`src/rtl/booth_ctrl.sv`:
```
// Control FSM for the radix-2 Booth multiplier: sequences operand loads, the
// add/sub-then-shift iterations and the completion pulse for the shared datapath.
module booth_ctrl #(
    parameter int N_BITS = 16
) (
    input  logic clk,
    input  logic rst,
    input  logic start,
    input  logic q0,
    input  logic qm1,
    input  logic eqz,
    output logic ldA,
    output logic clrA,
    output logic sftA,
    output logic ldQ,
    output logic clrQ,
    output logic sftQ,
    output logic ldM,
    output logic clrff,
    output logic ldff,
    output logic addsub,
    output logic ldcnt,
    output logic decr,
    output logic busy,
    output logic done
);

    // The counter is 5 bits wide, so the iteration count must fit in it.
    if (N_BITS < 1 || N_BITS > 31) begin : g_bad_width
        $error("booth_ctrl: N_BITS must be in 1..31");
    end

    localparam logic [3:0] S_IDLE   = 4'd0;
    localparam logic [3:0] S_LOAD_M = 4'd1;
    localparam logic [3:0] S_LOAD_Q = 4'd2;
    localparam logic [3:0] S_CHECK  = 4'd3;
    localparam logic [3:0] S_ADD    = 4'd4;
    localparam logic [3:0] S_SUB    = 4'd5;
    localparam logic [3:0] S_SHIFT  = 4'd6;
    localparam logic [3:0] S_DONE   = 4'd7;

    logic [3:0] state;
    logic [3:0] state_nxt;

    always_ff @(posedge clk or posedge rst) begin
        if (rst) begin
            state <= S_IDLE;
        end else begin
            state <= state_nxt;
        end
    end

    // Counter exhaustion takes priority over the Booth pair decode.
    always_comb begin
        state_nxt = S_IDLE;
        case (state)
            S_IDLE:   state_nxt = start ? S_LOAD_M : S_IDLE;
            S_LOAD_M: state_nxt = S_LOAD_Q;
            S_LOAD_Q: state_nxt = S_CHECK;
            S_CHECK: begin
                if (eqz) begin
                    state_nxt = S_DONE;
                end else if (q0 && !qm1) begin
                    state_nxt = S_SUB;
                end else if (!q0 && qm1) begin
                    state_nxt = S_ADD;
                end else begin
                    state_nxt = S_SHIFT;
                end
            end
            S_ADD:    state_nxt = S_SHIFT;
            S_SUB:    state_nxt = S_SHIFT;
            S_SHIFT:  state_nxt = S_CHECK;
            S_DONE:   state_nxt = S_IDLE;
            default:  state_nxt = S_IDLE;
        endcase
    end

    always_comb begin
        ldA    = 1'b0;
        clrA   = 1'b0;
        sftA   = 1'b0;
        ldQ    = 1'b0;
        clrQ   = 1'b0;
        sftQ   = 1'b0;
        ldM    = 1'b0;
        clrff  = 1'b0;
        ldff   = 1'b0;
        addsub = 1'b0;
        ldcnt  = 1'b0;
        decr   = 1'b0;
        busy   = 1'b1;
        done   = 1'b0;
        case (state)
            S_IDLE: busy = 1'b0;
            S_LOAD_M: begin
                ldM   = 1'b1;
                clrA  = 1'b1;
                clrff = 1'b1;
            end
            S_LOAD_Q: begin
                ldQ   = 1'b1;
                ldcnt = 1'b1;
            end
            S_CHECK: ;
            S_ADD: begin
                ldA    = 1'b1;
                addsub = 1'b1;
            end
            S_SUB: ldA = 1'b1;
            S_SHIFT: begin
                sftA = 1'b1;
                sftQ = 1'b1;
                ldff = 1'b1;
                decr = 1'b1;
            end
            S_DONE: done = 1'b1;
            default: busy = 1'b0;
        endcase
    end

endmodule

```
`config.mk`:
```
export PLATFORM = sky130hd
export DESIGN_NAME = booth_ctrl
export DESIGN_NICKNAME = d
export VERILOG_FILES = /design/src/rtl/booth_ctrl.sv
export SDC_FILE = /design/constraint.sdc
export NUM_CORES = 1
export LEC_CHECK = 0
export ABC_CLOCK_PERIOD_IN_PS = 2900
export BUFFER_PORTS_ARGS = -buffer_cell sky130_fd_sc_hd__buf_2
export CELL_PAD_IN_SITES_DETAIL_PLACEMENT = 0
export CELL_PAD_IN_SITES_GLOBAL_PLACEMENT = 1
export CORE_AREA = 2 2 39 41
export DETAILED_ROUTE_END_ITERATION = 8
export DIE_AREA = 0 0 41 43
export PLACE_DENSITY = 0.68
export SYNTH_ARGS = -nofsm -noshare
export SYNTH_HDL_FRONTEND = slang
export SYNTH_SLANG_ARGS = --single-unit
```
`constraint.sdc`:
```
create_clock -name clk -period 2.9 [get_ports clk]
set_input_delay 0.29 -clock clk [delete_from_list [all_inputs] [get_ports clk]]
set_output_delay 0.29 -clock clk [all_outputs]
set_load 0.02 [all_outputs]
```
==> results <==
- Counting I/O delays and the setup requirement, the final critical path takes 1.55 ns.
- The number of I/O port buffers is 18.
- The clock latency on the worst-skew pair is 0.23 ns.
- The proportion of layout cells with a drive suffix above 1 is 0.447.
- The antenna diode instance count is 0.
- The global-route total usage across every layer is 0.0775.
- In this run the most critical hold path is launched from eqz.
- The pin count of the biggest net entering global routing is 12.
- The origin of the critical flop-to-flop path is state[0].
- The largest registers in the layout are state (3).
- The final weighted congestion in routability-driven placement is 0.686.
- The dominant cell type by area after synthesis is dfrtp_1.
- The via density per instance is 3.87.
- Of all nets on the critical path, the largest fanout is 11.
- Yosys mapped a number of flops with a built-in enable equal to 0.
- The count of cells along the worst hold path is 3.
- A synthesized cell averages 8.38 um2.
- After detailed routing, the wire length on met1 is 229 um.
- The number of nets in the layout is 55.
- The total area inside the core boundary comes to 1380 um2.
- The depth of the most critical reg-to-reg path is 2.
- After detailed routing, the number of remaining DRC violations is 0.
- The netlist area before placement is 277 um2.
- The overflow left after global routing is 0.
- The instance count of the mapped netlist is 33.
- The hold buffer count at CTS is 1.
- On the final layout, the worst clock skew is 0.000449 ns.
- Measured on the finished design, the core utilization comes to 0.256.
- The post-cts resize count is 0.
- The die height is 43 um.
- The routed layout has 244 vias.
- The critical path in this run is classified as reg -> out.
- Among all stages on the critical path, the largest delay is contributed by dfrtp_1.
- The hold violation count in the final report is 0.
- The peak clock frequency supported by timing is 647 MHz.
- The layout overhead on the synthesized area is 28.1%.
- Summed over all cells, the static leakage comes to 0.204 nW.
- After detailed routing, the total wire length is 542 um.
- Clock tree synthesis inserted a total of 3 buffers.
- The first-pass detailed-route iteration total is 1.
- For this run, the number of Yosys warnings is 0.
- For this run, the register share of the synthesized area comes to 0.271.
- Counting every sink on the clock net gives 3.
- Once placement finished, the instance area stood at 318 um2.
- Yosys attributes the largest share of cell area to dfrtp_1 (27%), buf_4 (19%), nor3b_1 (8.1%).
- The post-route worst setup slack is 1.35 ns.
- The worst setup path is captured at a primary output.
- The most used flip-flop cell after synthesis is dfrtp_1.
- Measured along the x axis, the die boundary spans 41 um.
- On the worst path, the slowest cell contributes a delay of 0.50 ns.
- The average routed wire per standard cell is 8.60 um.
- The count of pins over their slew limit is 0.
- Setup repair after global routing left no endpoint under its margin.
- The filler cells instantiated in the layout total 162.
- The register with the most flip-flops in the layout has 3 of them.
- The number of global-route vias before repair is 230.
- Once detail routing completed, the nets flagged for antenna violations numbered 0.
- Detailed routing placed a total of 288 um of wire on met2.
- The data arrival time of the worst path is 1.26 ns.
- In this run the critical register-to-register path is captured at state[0].
- The required time reported for the critical path endpoint is 2.61 ns.
- The share of the clock period used by the worst path after layout is 0.533.
- OpenSTA, run right after detailed placement, puts the worst setup slack at 1.58 ns.
- The max-capacitance violation count is 0.
- The flow ran to the end, and the final reports show no timing, DRC or antenna violations.
- CTS built an H-tree with a depth of 1.
- After the first detailed-routing iteration, the DRC count stood at 0.
- The routed design uses 24 um of met3 wire.
- state holds more flip-flops than any other register.
- By instance count, the leading cell after synthesis is buf_4.
- Dividing total power by cell area gives a power density of 1130 nW/um2.
- The CTS tree is yes.
- After synthesis, the most frequently instantiated cells are buf_4 (7), dfrtp_1 (3), inv_1 (3), nor3b_1 (3), nor2b_1 (2).
- The wire length of the first global-routing pass is 862 um.
- The share of synthesized area in the top cell type comes to 0.271.
- The die covers 1760 um2.
- The kind of cell with the highest combined delay along the critical path is flip-flops.
- For this design the top-level I/O count stands at 20.
- The worst hold-check path type is in -> reg.
- The share of flip-flops with an asynchronous set or reset after synthesis is 1.00.
- Yosys mapped the design onto 20 distinct sky130hd cell types.
- Counting flops and latches in the post-synthesis netlist gives 3.
- The effective utilization at floorplan is 0.200.
- The uppermost layer routed is met3.
- The synthesized net count is 40.
- Across the VDD grid, the largest voltage drop is 0.000244 V.
- Clock-pin slew was measured on the worst setup and hold paths at 0.04 ns.
- The endpoint with the worst hold slack is state[0].
- The critical path buffer and inverter count is 1.
- The signal on the critical path passes through nor3b_1 -> buf_2.
- In this run the deepest clock path goes through 2 buffers.
- The slack of the worst reg-to-reg path is 1.88 ns.
- The initial antenna violation count came to 0.
- The final setup TNS is 0 ns.
- The design draws 0.402 mW.
- The tree is rooted in a clkbuf_4.
- Setup violations remaining at the end of the flow were counted as 0.
- The number of setup buffers added after CTS is 0.
- The cell row count is 14.
- The finished cells cover 354 um2.
- The sort of element at the start of the critical path is a flop.
[metal layers]
layer,vias to the layer above,global-route usage
met5,-,0
li1,127,-
met4,0,0.0800
met3,0,0.0314
met2,6,0.106
met1,111,0.0809
[where the power goes]
| group | total, mW | leakage (nW) | internal [mW] | switching (mW) |
|---|---|---|---|---|
| combinational | 0.220 | 0.154 | 0.0899 | 0.130 |
| clock | 0.0741 | 0.0150 | 0.0516 | 0.0225 |
| sequential | 0.108 | 0.0342 | 0.0619 | 0.0457 |
| total | 0.402 | 0.204 | 0.203 | 0.198 |
[how the worst max path moves through the flow]
| stage | startpoint | slack [ns] | end | depth (start not counted) |
|---|---|---|---|---|
| after floorplan | state[0] | 1.21 | clrff | 3 |
| after global placement | state[2] | 1.61 | addsub | 3 |
| after detailed placement | state[0] | 1.58 | clrA | 2 |
| after CTS | state[0] | 1.33 | clrA | 2 |
| after global routing | state[0] | 1.18 | clrA | 2 |
| final | state[0] | 1.35 | clrA | 2 |
[cells by family after synthesis]
kind of cell / count (synthesis) / synth area share
compound gates: 4 / 0.104
flops: 3 / 0.271
fa+ha+maj: 1 / 0.0452
other cells: 1 / 0.0136
buf+inv: 12 / 0.290
simple gates: 12 / 0.276
[layout by cell type (no fill, tap or decap)]
cell type	count
dlygate4sd3_1	1
a21bo_1	1
nor3b_1	3
nor2_1	1
clkbuf_4	3
ha_1	1
a31oi_1	1
or3b_1	1
nand2_1	1
conb_1	1
and3_1	1
inv_1	3
buf_2	18
o21ai_1	1
o21bai_1	1
nor3_1	1
clkbuf_1	1
nand3b_1	1
nand2b_1	1
nor2b_1	2
dfrtp_1	3
[through the flow]
step                instances  hold slack [ns]
finish                     63            0.351
global route               63            0.355
CTS                        63            0.346
detailed placement         58            0.161
global placement           58            0.161
floorplan                  33           0.0436
[worst register-to-register path, stage by stage (launching register included)]
cell     delay, ns
dfrtp_1       0.47
or3b_1        0.40
o21ai_1       0.07
[area by class of cell]
| cell class | count | area (um2) | share of cell area |
|---|---|---|---|
| flip-flops and latches | 3 | 75.1 | 0.212 |
| inverters | 3 | 11.3 | 0.0318 |
| clock buffers | 4 | 26.3 | 0.0742 |
| repair buffers | 19 | 100 | 0.283 |
| multi-input cells | 18 | 121 | 0.343 |
| well taps | 16 | 20.0 | 0.0565 |
Power figures use the tool's default switching activity.
